**config.mk**
```make
export PLATFORM = sky130hd
export DESIGN_NAME = axi4_master_bridge
export DESIGN_NICKNAME = d
export VERILOG_FILES = /design/src/rtl/axi4_master_bridge.sv
export SDC_FILE = /design/constraint.sdc
export NUM_CORES = 1
export LEC_CHECK = 0
export CORE_MARGIN = 3
export CORE_UTILIZATION = 42
export DETAILED_ROUTE_END_ITERATION = 10
export GPL_TIMING_DRIVEN = 0
export PLACE_DENSITY = 0.82
export SLEW_MARGIN = 10
export SYNTH_ARGS = -nofsm -noshare
export SYNTH_HDL_FRONTEND = slang
export SYNTH_SLANG_ARGS = --single-unit
```
**constraint.sdc**
```tcl
create_clock -name clock -period 4.84 [get_ports clock]
set_input_delay 0.484 -clock clock [delete_from_list [all_inputs] [get_ports clock]]
set_output_delay 0.484 -clock clock [all_outputs]
set_load 0.005 [all_outputs]
```
**src/rtl/axi4_master_bridge.sv**
```systemverilog
// axi4_master_bridge: single-outstanding AXI4 initiator.
// Converts a simple request/response port into AW/W/B or AR/R traffic.
// It supports single-beat strobed writes and INCR read bursts, with one
// transaction in flight at a time. bid/rid are ignored because only one ID is used.
module axi4_master_bridge #(
  parameter int ADDR_W  = 32,
  parameter int DATA_W  = 32,
  parameter int MAX_LEN = 8,
  parameter int AXI_ID  = 0
) (
  input  logic              clock,
  input  logic              reset,
  // request / response port
  input  logic              req_valid,
  output logic              req_ready,
  input  logic              req_wen,
  input  logic [ADDR_W-1:0] req_addr,
  input  logic [DATA_W-1:0] req_wdata,
  input  logic [3:0]        req_wmask,
  input  logic [7:0]        req_len,
  output logic              resp_valid,
  output logic [DATA_W-1:0] resp_rdata,
  output logic              resp_last,
  output logic              resp_err,
  // AW channel
  output logic              io_master_awvalid,
  output logic [ADDR_W-1:0] io_master_awaddr,
  output logic [3:0]        io_master_awid,
  output logic [7:0]        io_master_awlen,
  output logic [2:0]        io_master_awsize,
  output logic [1:0]        io_master_awburst,
  input  logic              io_master_awready,
  // W channel
  output logic              io_master_wvalid,
  output logic [DATA_W-1:0] io_master_wdata,
  output logic [3:0]        io_master_wstrb,
  output logic              io_master_wlast,
  input  logic              io_master_wready,
  // B channel
  output logic              io_master_bready,
  input  logic              io_master_bvalid,
  input  logic [1:0]        io_master_bresp,
  input  logic [3:0]        io_master_bid,
  // AR channel
  output logic              io_master_arvalid,
  output logic [ADDR_W-1:0] io_master_araddr,
  output logic [3:0]        io_master_arid,
  output logic [7:0]        io_master_arlen,
  output logic [2:0]        io_master_arsize,
  output logic [1:0]        io_master_arburst,
  input  logic              io_master_arready,
  // R channel
  output logic              io_master_rready,
  input  logic              io_master_rvalid,
  input  logic [DATA_W-1:0] io_master_rdata,
  input  logic [1:0]        io_master_rresp,
  input  logic              io_master_rlast,
  input  logic [3:0]        io_master_rid
);

  typedef enum logic [2:0] {
    S_IDLE,
    S_WR,
    S_WB,
    S_RA,
    S_RD
  } state_t;

  // Largest burst the bridge will issue; an out-of-range length is clamped here.
  localparam logic [7:0] LEN_CAP = 8'(MAX_LEN - 1);

  state_t            r_state;
  logic              r_req_ready;
  logic              r_awvalid;
  logic              r_wvalid;
  logic              r_bready;
  logic              r_arvalid;
  logic              r_rready;
  logic              r_aw_done;
  logic              r_w_done;
  logic [ADDR_W-1:0] r_addr;
  logic [DATA_W-1:0] r_wdata;
  logic [3:0]        r_wmask;
  logic [7:0]        r_len;
  logic [7:0]        r_beat_cnt;
  logic              r_resp_valid;
  logic [DATA_W-1:0] r_resp_rdata;
  logic              r_resp_last;
  logic              r_resp_err;

  logic              w_req_fire;
  logic              w_aw_hs;
  logic              w_w_hs;
  logic              w_b_hs;
  logic              w_ar_hs;
  logic              w_r_hs;
  logic              w_aw_fin;
  logic              w_w_fin;
  logic              w_beat_final;
  logic [7:0]        w_len_clamped;
  logic              w_unused_ids;

  assign w_req_fire    = req_valid & r_req_ready;
  assign w_aw_hs       = r_awvalid & io_master_awready;
  assign w_w_hs        = r_wvalid & io_master_wready;
  assign w_b_hs        = r_bready & io_master_bvalid;
  assign w_ar_hs       = r_arvalid & io_master_arready;
  assign w_r_hs        = r_rready & io_master_rvalid;
  assign w_aw_fin      = r_aw_done | w_aw_hs;
  assign w_w_fin       = r_w_done | w_w_hs;
  assign w_beat_final  = (r_beat_cnt == 8'd0);
  assign w_len_clamped = (req_len > LEN_CAP) ? LEN_CAP : req_len;
  assign w_unused_ids  = ^{io_master_bid, io_master_rid};

  assign req_ready  = r_req_ready;
  assign resp_valid = r_resp_valid;
  assign resp_rdata = r_resp_rdata;
  assign resp_last  = r_resp_last;
  assign resp_err   = r_resp_err;

  assign io_master_awvalid = r_awvalid;
  assign io_master_awaddr  = r_addr;
  assign io_master_awid    = 4'(AXI_ID);
  assign io_master_awlen   = 8'd0;
  assign io_master_awsize  = 3'b010;
  assign io_master_awburst = 2'b01;

  assign io_master_wvalid  = r_wvalid;
  assign io_master_wdata   = r_wdata;
  assign io_master_wstrb   = r_wmask;
  assign io_master_wlast   = 1'b1;

  assign io_master_bready  = r_bready;

  assign io_master_arvalid = r_arvalid;
  assign io_master_araddr  = r_addr;
  assign io_master_arid    = 4'(AXI_ID);
  assign io_master_arlen   = r_len;
  assign io_master_arsize  = 3'b010;
  assign io_master_arburst = 2'b01;

  assign io_master_rready  = r_rready;

  // Transaction FSM: every channel valid/ready and response output is a register driven here.
  always_ff @(posedge clock or negedge reset) begin
    if (!reset) begin
      r_state      <= S_IDLE;
      r_req_ready  <= 1'b1;
      r_awvalid    <= 1'b0;
      r_wvalid     <= 1'b0;
      r_bready     <= 1'b0;
      r_arvalid    <= 1'b0;
      r_rready     <= 1'b0;
      r_aw_done    <= 1'b0;
      r_w_done     <= 1'b0;
      r_addr       <= '0;
      r_wdata      <= '0;
      r_wmask      <= 4'd0;
      r_len        <= 8'd0;
      r_beat_cnt   <= 8'd0;
      r_resp_valid <= 1'b0;
      r_resp_rdata <= '0;
      r_resp_last  <= 1'b0;
      r_resp_err   <= 1'b0;
    end else begin
      r_resp_valid <= 1'b0;
      r_resp_rdata <= '0;
      r_resp_last  <= 1'b0;
      r_resp_err   <= 1'b0;
      case (r_state)
        S_IDLE: begin
          if (w_req_fire) begin
            r_addr      <= req_addr;
            r_wdata     <= req_wdata;
            r_wmask     <= req_wmask;
            r_len       <= w_len_clamped;
            r_req_ready <= 1'b0;
            r_aw_done   <= 1'b0;
            r_w_done    <= 1'b0;
            if (req_wen) begin
              r_state   <= S_WR;
              r_awvalid <= 1'b1;
              r_wvalid  <= 1'b1;
            end else begin
              r_state   <= S_RA;
              r_arvalid <= 1'b1;
            end
          end
        end
        S_WR: begin
          if (w_aw_hs) begin
            r_awvalid <= 1'b0;
            r_aw_done <= 1'b1;
          end
          if (w_w_hs) begin
            r_wvalid <= 1'b0;
            r_w_done <= 1'b1;
          end
          if (w_aw_fin && w_w_fin) begin
            r_state  <= S_WB;
            r_bready <= 1'b1;
          end
        end
        S_WB: begin
          if (w_b_hs) begin
            r_bready     <= 1'b0;
            r_resp_valid <= 1'b1;
            r_resp_last  <= 1'b1;
            r_resp_err   <= (io_master_bresp != 2'b00);
            r_req_ready  <= 1'b1;
            r_state      <= S_IDLE;
          end
        end
        S_RA: begin
          if (w_ar_hs) begin
            r_arvalid  <= 1'b0;
            r_rready   <= 1'b1;
            r_beat_cnt <= r_len;
            r_state    <= S_RD;
          end
        end
        S_RD: begin
          if (w_r_hs) begin
            r_resp_valid <= 1'b1;
            r_resp_rdata <= io_master_rdata;
            r_resp_last  <= io_master_rlast;
            r_resp_err   <= (io_master_rresp != 2'b00) | (io_master_rlast != w_beat_final);
            if (!w_beat_final) begin
              r_beat_cnt <= r_beat_cnt - 8'd1;
            end
            if (io_master_rlast) begin
              r_rready    <= 1'b0;
              r_req_ready <= 1'b1;
              r_state     <= S_IDLE;
            end
          end
        end
        default: begin
          r_state     <= S_IDLE;
          r_req_ready <= 1'b1;
          r_awvalid   <= 1'b0;
          r_wvalid    <= 1'b0;
          r_bready    <= 1'b0;
          r_arvalid   <= 1'b0;
          r_rready    <= 1'b0;
        end
      endcase
    end
  end

endmodule
```
==> metrics.md, run 1 <==
| Metric | Value |
|---|---|
| PwrDens | between 500 and 600 mW/mm^2 |
| Initial antenna violation count | 1 |
| Crit end category | register |
| Main synth FF type | dfrtp_1 |
| Seq/Total Area, Yosys | 58.02% |
| Total track usage | 21.86% |
| Final HPWL DP | between 10000 and 15000 um |
| Top-level port count | 306 |
| Combinational Power Share | 42.1% |
| Most common cell in the netlist | dfrtp_1 |
| Syn. warnings | 0 |
| Register share of total power | between 30% and 40% |
| Port Buffers | 270 |
| Sw Share | 27.44% |
| Pins over their slew limit | 0 |
| Highest metal used | met4 |
| Setup CP Type | reg2reg |
| DR WL/cell | roughly 17 um |
| Post-CTS setup buffers | 0 |
| Worst-case vdd ir drop | 0.2406 mV |
| Synth top area cells | dfrtp_1 58%, mux2_2 14%, buf_4 7.9% |
| Die area | 0.01478 sq mm |
| Share of cells above drive strength 1 | 23.70% |
| Layout Skew | 0.007096 ns |
| Die X-Extent | 121.6 um |
| Avg Inst Size Synth | 12.60 sq um |
| First-pass GRT wire length | about 25000 um |
| First DRT Iteration DRCs | between 300 and 400 |
| Cells after Synth | approximately 450 |
| Post-CTS Resized | 0 |
| Met1 wire length | 5762 um |
| DRC Markers | 0 |
| Maxcap violations | 0 |
| #FFs+latches synth | 130 |
| Hold slack final | 0.05654 ns |
| CP required | around 5 ns |
| Status | finished, final reports clean |
| Area share of the largest cell type after synthesis | 57.55% |
| GRT overflow | 0 |
| Crit path arrival time | 2.38 ns |
| # clock sinks | 130 |
| Routed length on met2 | 8799 um |
| Endpoints failing hold | 0 |
| Worst Slack Setup Final | 2.750 ns |
| Clock power share | 23.6% |
| Ys async rst share | 100.0% |
| Synthesized area | 0.005609 sq mm |
| TritonCTS clock tree | yes |
| Fmax achieved | 478.5 MHz |
| Final setup fails | 0 |
| Post-synth EDFFs | 0 |
| Clk buf depth | 2 |
| Post-layout net count | around 890 |
| Most frequent cells after synthesis | 129 x dfrtp_1, 69 x mux2_2, 59 x buf_4 |
| RSZ-0062 raised after global routing | false |
| Pre-Repair DR Iteration Count | 5 |
| P_sw | 0.001396 W |
| P_int | between 0.003 and 0.004 W |
| H-tree Lvls | 4 |
| Total Power | around 0.005 W |
| Clk slew on worst S/H paths | roughly 0.050 ns |
| Cell taking the most area after synthesis | dfrtp_1 |
| Tcrit/Tclk final | a little over two fifths |
| Cell area after placement | roughly 0.0086 sq mm |
| Starting Density | between 40% and 50% |
| Placement Rows | 41 |
| Final WL | approximately 16000 um |
| Number of global-route vias before repair | 4611 |
| Worst Tran Pin Value | 0.5583 ns |
| Post-route cell area | about 0.0092 sq mm |
| CORE AREA | 0.01282 sq mm |
| Area Growth Syn to Fin | 64.22% |
| Fillers | 875 |
| Vias per cell | 4.863 |
| Root Driver | clkbuf_16 |
| Pin count of the biggest net entering global routing | 67 |
| Leakage | 4.074 nW |
| Synth unique cells | 48 |
| Die Height | roughly 120 um |
| DR WL met3 | about 1100 um |
| Total number of vias | 4596 |
| Rel. slew slack | between 60% and 70% |
| Hold Buf Count CTS | 0 |
| Worst skew pair latency | between 0.4 and 0.5 ns |
| Num CTS Buffers | 17 |
| Hold Crit Class | in2async |
| Startpoint types | register |
| Final antenna-violating net count | 0 |
| Gpl congestion | 0.8758 |
| Crit-path max FO | 10 |
| Post-route minimum period | 2.090 ns |
| Place WS | 2.468 ns |
-- state kept, by name, indices dropped and copies added (netlist names) --
signal             count
resp_err               1
io_master_wstrb        4
r_aw_done              1
io_master_araddr      32
r_beat_cnt             8
resp_last              1
io_master_wvalid       1
io_master_arlen        8
io_master_wdata       32
resp_valid             1
r_state                3
io_master_arvalid      1
io_master_bready       1
req_ready              1
resp_rdata            32
r_w_done               1
io_master_rready       1
io_master_awvalid      1
-- metal layers --
metal  global-route usage, %  up-vias
met1                   24.51     2226
li1                        -     2083
met3                   5.153       36
met5                       0        -
met4                   9.524        0
met2                   39.55      251
-- metrics by stage --
stage	cells	setup TNS, ns	utilization (%)
after floorplan	470	0	-
after global placement	912	-210.60	67.22
after detailed placement	913	0	67.44
after CTS	944	0	71.80
after global routing	945	0	71.82
final	945	0	71.82
-- worst paths after layout --
path                                            startpoint  depth (start not counted)  slack, ns                               to
hold reg to reg            io_master_wdata[13]$_DFFE_PN0P_                          1       0.50  io_master_wdata[13]$_DFFE_PN0P_
min in group clock         io_master_wdata[13]$_DFFE_PN0P_                          1       0.50  io_master_wdata[13]$_DFFE_PN0P_
hold / removal                                       reset                          1       0.06   io_master_arlen[0]$_DFFE_PN0P_
setup / recovery                    r_state[2]$_DFFE_PN0P_                          5       2.75  io_master_wdata[28]$_DFFE_PN0P_
max in group asynchronous                            reset                          2       4.03            req_ready$_DFFE_PN1P_
setup reg to reg                    r_state[2]$_DFFE_PN0P_                          5       2.75  io_master_wdata[28]$_DFFE_PN0P_
-- worst max-delay path, cell delays in order (launching register included) --
cell and delay (ns):
dfrtp_1 0.40, or2_1 0.23, clkbuf_1 0.18, nor3_4 0.41, buf_2 0.37, mux2_2 0.38
-- power by group through the flow --
stage / sequential [W] / combinational [W] / clock [W]
after global routing: 0.00180 / 0.00230 / 0.00127
after floorplan: 0.00173 / 0.000900 / 0
after CTS: 0.00174 / 0.00216 / 0.00122
final: 0.00174 / 0.00214 / 0.00120
after detailed placement: 0.00176 / 0.00215 / 0
after global placement: 0.00173 / 0.00209 / 0
-- cells by family after synthesis --
| kind of cell | Yosys count | share of synthesized area [%] |
|---|---|---|
| flops | 130 | 58.02 |
| simple gates | 100 | 10.33 |
| buf+inv | 88 | 10.46 |
| mux | 69 | 13.85 |
| compound gates | 54 | 6.759 |
| fa+ha+maj | 2 | 0.4461 |
| other cells | 2 | 0.1339 |
-- area by class of cell --
cell class / instances / area (sq um) / share of cell area, %
flip-flops and latches: 130 / 3254 / 35.33
repair buffers: 271 / 2731 / 29.65
multi-input cells: 252 / 1862 / 20.21
plain buffers: 81 / 560.5 / 6.085
clock buffers: 26 / 509.2 / 5.528
well taps: 172 / 215.2 / 2.336
clock inverters: 5 / 50.05 / 0.5433
inverters: 7 / 26.28 / 0.2852
diodes: 1 / 2.502 / 0.02717
-- placed cells by master, fill, tap and decap left out, types with 6 or more instances in the layout --
master           netlist  layout
a21oi_1               16      16
and2_1                32      32
buf_2                 10      10
buf_4                 59      59
clkbuf_1               9      13
clkbuf_16              0      17
clkdlybuf4s50_1        0     269
conb_1                 2      27
dfrtp_1              129     129
inv_1                  7       7
mux2_2                69      69
nand2_1               11      11
nand3_1               14      14
nor2_1                13      13
nor2b_1                6       6
o21ai_0                9       9
(Power assumes the default switching activity.)
==> run 2, diff against run 1 <==
--- a/config.mk
+++ b/config.mk
@@ -6,10 +6,10 @@
 export NUM_CORES = 1
 export LEC_CHECK = 0
 export CORE_MARGIN = 3
-export CORE_UTILIZATION = 42
+export CORE_UTILIZATION = 39
 export DETAILED_ROUTE_END_ITERATION = 10
 export GPL_TIMING_DRIVEN = 0
-export PLACE_DENSITY = 0.82
+export PLACE_DENSITY = 0.77
 export SLEW_MARGIN = 10
 export SYNTH_ARGS = -nofsm -noshare
 export SYNTH_HDL_FRONTEND = slang
==> constraint.sdc (replaced) <==
create_clock -name clock -period 2.1 [get_ports clock]
set_input_delay 0.21 -clock clock [delete_from_list [all_inputs] [get_ports clock]]
set_output_delay 0.21 -clock clock [all_outputs]
set_load 0.005 [all_outputs]
==> run 2 against run 1 <==
Critical path depth did not move. Maximum frequency up 6.1%. Count of clock-buffer cells in the layout is 3 lower. Setup slack worse by 2.6 ns. Critical path type unchanged. Largest cell class unchanged. Highest routed layer unchanged.
==> metrics.md, run 2 (synthesized netlist as in run 1, its figures left out) <==
| Metric | Value |
|---|---|
| Status | finished, final reports clean |
| Die Height | 125.9 um |
| Place WS | -0.008857 ns |
| Rel. slew slack | 55.66% |
| Area taken by multi-input logic gates | 0.001868 sq mm |
| CP required | between 2 and 2.5 ns |
| Area Growth Syn to Fin | 66.72% |
| Worst skew pair latency | 0.41 ns |
| Gpl congestion | around 0.9 |
| Hold Crit Class | in2async |
| R2r setup slk | 0.13 ns |
| Post-layout net count | between 800 and 900 |
| Worst-case vdd ir drop | 0.5062 mV |
| PwrDens | 1292 mW/mm^2 |
| Final HPWL DP | 11760 um |
| H-tree Lvls | 4 |
| FF/Latch Area | 0.003254 sq mm |
| Worst Tran Pin Value | between 0.6 and 0.7 ns |
| Number of global-route vias before repair | 4468 |
| Clk buf depth | 2 |
| Final WL | 15010 um |
| Die area | 0.01586 sq mm |
| DRC Markers | 0 |
| Setup TNS | 0 ns |
| GRT overflow | 0 |
| Fillers | 1082 |
| DR WL met3 | ~1100 um |
| Leakage | 4.128 nW |
| Maxcap violations | 0 |
| Crit path arrival time | 2.27 ns |
| Root Driver | clkbuf_16 |
| First-pass GRT wire length | 23670 um |
| Layout Skew | 0.004880 ns |
| Fmax achieved | between 500 and 600 MHz |
| Total number of vias | 4420 |
| Die X-Extent | approximately 130 um |
| TritonCTS clock tree | yes |
| Clk slew on worst S/H paths | 0.05 ns |
| Vias per cell | 4.623 |
| Total track usage | a little under a fifth |
| Pre-Repair DR Iteration Count | 4 |
| Port Buffers | 270 |
| Met1 wire length | between 5000 and 6000 um |
| Initial antenna violation count | 0 |
| First DRT Iteration DRCs | 140 |
| RSZ-0062 raised after global routing | true |
| Crit end category | register |
| Num CTS Buffers | 17 |
| Share of cells above drive strength 1 | 24.61% |
| Starting Density | between 40% and 50% |
| Top-level port count | 306 |
| # clock sinks | 130 |
| Routed length on met2 | 8062 um |
| Commonest non-fill, non-tap cell in the layout | clkdlybuf4s50_1 |
| Placement Rows | 43 |
| DR WL/cell | 15.70 um |
| Worst Slack Setup Final | 0.1305 ns |
| Startpoint types | register |
| Pin count of the biggest net entering global routing | 68 |
| Endpoints failing hold | 0 |
| Most frequent cells in the layout | 269 x clkdlybuf4s50_1, 129 x dfrtp_1, 69 x mux2_2 |
| Setup CP Type | reg2reg |
| Crit-path max FO | 10 |
| Pins over their slew limit | 0 |
| Post-route minimum period | 1.969 ns |
| Total Power | approximately 0.012 W |
| Final setup fails | 0 |
| Highest metal used | met4 |
| CORE AREA | 0.01399 sq mm |
| Final antenna-violating net count | 0 |
| Tcrit/Tclk final | 93.78% |
| Antenna Cells | 0 |
==> run 2: final timing paths <==
kind,to,startpoint,cells after the start
min reg2reg,io_master_wdata[20]$_DFFE_PN0P_,io_master_wdata[20]$_DFFE_PN0P_,1
min in group clock,resp_rdata[4]$_DFF_PN0_,io_master_rdata[4],2
max,r_state[1]$_DFFE_PN0P_,r_state[2]$_DFFE_PN0P_,5
max reg2reg,r_state[1]$_DFFE_PN0P_,r_state[2]$_DFFE_PN0P_,5
max in group asynchronous,io_master_wdata[17]$_DFFE_PN0P_,reset,3
min,resp_rdata[2]$_DFF_PN0_,reset,2
==> run 2: cell type report <==
type | count | share of cell area [%]
sequential | 130 | 34.80
multi-input combinational | 252 | 19.98
buffer | 81 | 5.994
timing repair buffer | 274 | 29.61
inverter | 7 | 0.2810
clock inverter | 9 | 1.606
tap | 180 | 2.408
clock buffer | 23 | 5.325
==> run 2: worst max-delay path, cell delays in order, from the launching register on <==
cell,delay [ns]
dfrtp_1,0.39
clkbuf_1,0.22
a2111oi_0,0.64
a31oi_1,0.09
nand3_1,0.16
mux2_2,0.35
==> run 2: metrics by stage <==
| stage | cells | util [%] | hold slack [ns] | cell area, sq um |
|---|---|---|---|---|
| after global placement | 920 | 61.70 | 0.4891 | 8631 |
| after CTS | 956 | 66.81 | 0.3252 | 9345 |
| after detailed placement | 921 | 61.91 | 0.2440 | 8660 |
| final | 956 | 66.85 | 0.3408 | 9351 |
| after floorplan | 470 | - | -0.08559 | 5703 |
| after global routing | 956 | 66.85 | 0.3402 | 9351 |
==> run 2: report_power, final <==
group	total [W]	internal, W	switching, W
combinational	0.00492	0.00337	0.00155
sequential	0.00399	0.00338	0.000609
clock	0.00316	0.00214	0.00103
total	0.0121	0.00890	0.00318
==> run 2: metal layers <==
metal	up-vias	global-route usage [%]
met5	-	0
met4	0	7.950
met3	35	5.131
met2	187	33.99
met1	2120	20.96
li1	2078	-
==> run 2: timing repair <==
action | in CTS | in global routing
hold buffers | 1 | 0
pin swaps | 1 | 0
hold endpoints to repair | 62 | 0
gates resized for setup | 0 | 2
endpoints found under the setup margin | 6 | 7
buffers inserted | 2 | 0
==> run 3, diff against run 2 <==
--- a/config.mk
+++ b/config.mk
@@ -5,11 +5,13 @@
 export SDC_FILE = /design/constraint.sdc
 export NUM_CORES = 1
 export LEC_CHECK = 0
-export CORE_MARGIN = 3
+export CORE_MARGIN = 2
 export CORE_UTILIZATION = 39
 export DETAILED_ROUTE_END_ITERATION = 10
 export GPL_TIMING_DRIVEN = 0
+export HOLD_SLACK_MARGIN = 0.1
 export PLACE_DENSITY = 0.77
+export SKIP_CTS_REPAIR_TIMING = 1
 export SLEW_MARGIN = 10
 export SYNTH_ARGS = -nofsm -noshare
 export SYNTH_HDL_FRONTEND = slang
==> run 3 against run 2 <==
Hold slack got worse by 0.053 ns. First-iteration DRC count up 6.4%. Largest power group unchanged. Die area fell by 3.2%. Flip-flop and latch count unchanged. Wire length rose by 0.98%. Largest cell class unchanged. Clock skew rose by 0.0020 ns. Combinational power hardly changed. Sequential power about the same. Non-clock buffer count stayed put. Register-to-register slack barely moved. Critical path depth is 1 higher. Power down 1.5%.
==> metrics.md, run 3 (synthesized netlist as in run 1, its figures left out) <==
| Metric | Value |
|---|---|
| Die Height | approximately 120 um |
| Final WL | 15160 um |
| Endpoints failing hold | 0 |
| Vias per cell | 4.687 |
| Clock power share | 25.1% |
| Worst skew pair latency | 0.41 ns |
| Root Driver | clkbuf_16 |
| Total track usage | 19.52% |
| Worst Slack Setup Final | about 0.13 ns |
| Die X-Extent | 123.9 um |
| Antenna Cells | 0 |
| Pins over their slew limit | 0 |
| First-pass GRT wire length | 22610 um |
| Layout Skew | 0.006833 ns |
| Placement Rows | between 40 and 50 |
| CP max stage cell | dfrtp_1 |
| Place WS | -0.01379 ns |
| Maxcap violations | 0 |
| Commonest non-fill, non-tap cell in the layout | clkdlybuf4s50_1 |
| Setup TNS | 0 ns |
| Placed cell count | 921 |
| Most frequent cells in the layout | 269 x clkdlybuf4s50_1, 129 x dfrtp_1, 69 x mux2_2 |
| Share of cells above drive strength 1 | about 24% |
| Final HPWL DP | 11810 um |
| Port Buffers | 270 |
| Final setup fails | 0 |
| Crit path buf inv count | 3 |
| TritonCTS clock tree | yes |
| First DRT Iteration DRCs | 149 |
| Post-layout net count | 895 |
| Number of global-route vias before repair | 4451 |
| Register share of total power | 33.6% |
| Hold Crit Class | in2async |
| Peak per-stage delay on the critical path | 0.39 ns |
| RSZ-0062 raised after global routing | false |
| Crit-path max FO | 10 |
| Worst path top cell family by delay | buffers and inverters |
| Worst Tran Pin Value | between 0.5 and 0.6 ns |
| # clock sinks | 130 |
| H-tree Lvls | 4 |
| Clk slew on worst S/H paths | 0.05 ns |
| Worst-case vdd ir drop | 0.5242 mV |
| Fmax achieved | around 510 MHz |
| Top-level port count | 306 |
| Crit path arrival time | 2.26 ns |
| Area Growth Syn to Fin | 65.60% |
| Crit-path cells | or2_1, clkbuf_1, nor3_4, buf_4, buf_2, mux2_2 |
| P_int | between 0.008 and 0.009 W |
| Rel. slew slack | between 50% and 60% |
| Crit end category | register |
| Startpoint types | register |
| Total number of vias | 4467 |
| Sw Share | a little over a quarter |
| Status | finished, final reports clean |
| Pin count of the biggest net entering global routing | 87 |
| GRT overflow | 0 |
| Num CTS Buffers | 17 |
| DRC Markers | 0 |
| Post-route minimum period | 1.966 ns |
| Final antenna-violating net count | 0 |
| Total Power | ~0.012 W |
| Leakage | 4.108 nW |
| PwrDens | 1281 mW/mm^2 |
| Pre-Repair DR Iteration Count | 4 |
| Clk buf depth | 2 |
| Gpl congestion | 0.8326 |
| Die area | 0.01536 sq mm |
| Final Instance Count excl. Fillers | 953 |
| P_sw | 0.003150 W |
| Combinational Power Share | about 41% |
| Starting Density | 40.10% |
| Initial antenna violation count | 0 |
| CORE AREA | 0.01399 sq mm |
| CP required | 2.39 ns |
| R2R depth | 6 |
| WP depth | 6 |
| DR WL/cell | 15.90 um |
| Tcrit/Tclk final | 93.63% |
| Setup CP Type | reg2reg |
==> run 3: metal layers <==
layer | vias up | global-route usage [%] | wire (um)
li1 | 2080 | - | -
met1 | 2175 | 20.35 | 5409
met2 | 195 | 37.05 | 8366
met3 | 17 | 6.181 | 1138
met4 | 0 | 6.110 | 240
met5 | - | 0 | 0
==> run 3: worst paths after layout <==
path | start | to | slack, ns
min | reset | io_master_arlen[6]$_DFFE_PN0P_ | 0.29
min in group clock | io_master_rdata[11] | resp_rdata[11]$_DFF_PN0_ | 0.35
min reg2reg | io_master_wdata[6]$_DFFE_PN0P_ | io_master_wdata[6]$_DFFE_PN0P_ | 0.50
max reg2reg | r_state[2]$_DFFE_PN0P_ | io_master_wstrb[3]$_DFFE_PN0P_ | 0.13
max | r_state[2]$_DFFE_PN0P_ | io_master_wstrb[3]$_DFFE_PN0P_ | 0.13
max in group asynchronous | reset | io_master_wdata[3]$_DFFE_PN0P_ | 1.05
==> run 3: per-stage QoR <==
step / hold slack, ns / cell area [sq um] / utilization [%]
floorplan: -0.08559 / 5703 / -
global placement: 0.4877 / 8631 / 61.70
detailed placement: 0.1687 / 8660 / 61.91
CTS: -0.2774 / 9261 / 66.21
global route: 0.3373 / 9289 / 66.40
finish: 0.2876 / 9289 / 66.40
==> run 3: power groups by stage <==
| stage | registers, W | logic (W) | clock network, W |
|---|---|---|---|
| after floorplan | 0.00399 | 0.00207 | 0 |
| after global placement | 0.00398 | 0.00483 | 0 |
| after global routing | 0.00412 | 0.00533 | 0.00316 |
| after detailed placement | 0.00405 | 0.00494 | 0 |
| final | 0.00400 | 0.00491 | 0.00299 |
| after CTS | 0.00402 | 0.00496 | 0.00306 |
==> run 3: layout make-up <==
cell class	count	area (sq um)
Multi-Input combinational cell	252	1864
Inverter	7	26.28
Fill cell	1088	4700
Timing Repair Buffer	274	2756
Buffer	81	560.5
Tap cell	180	225.2
Clock inverter	5	100.1
Clock buffer	24	501.7
Sequential cell	130	3254
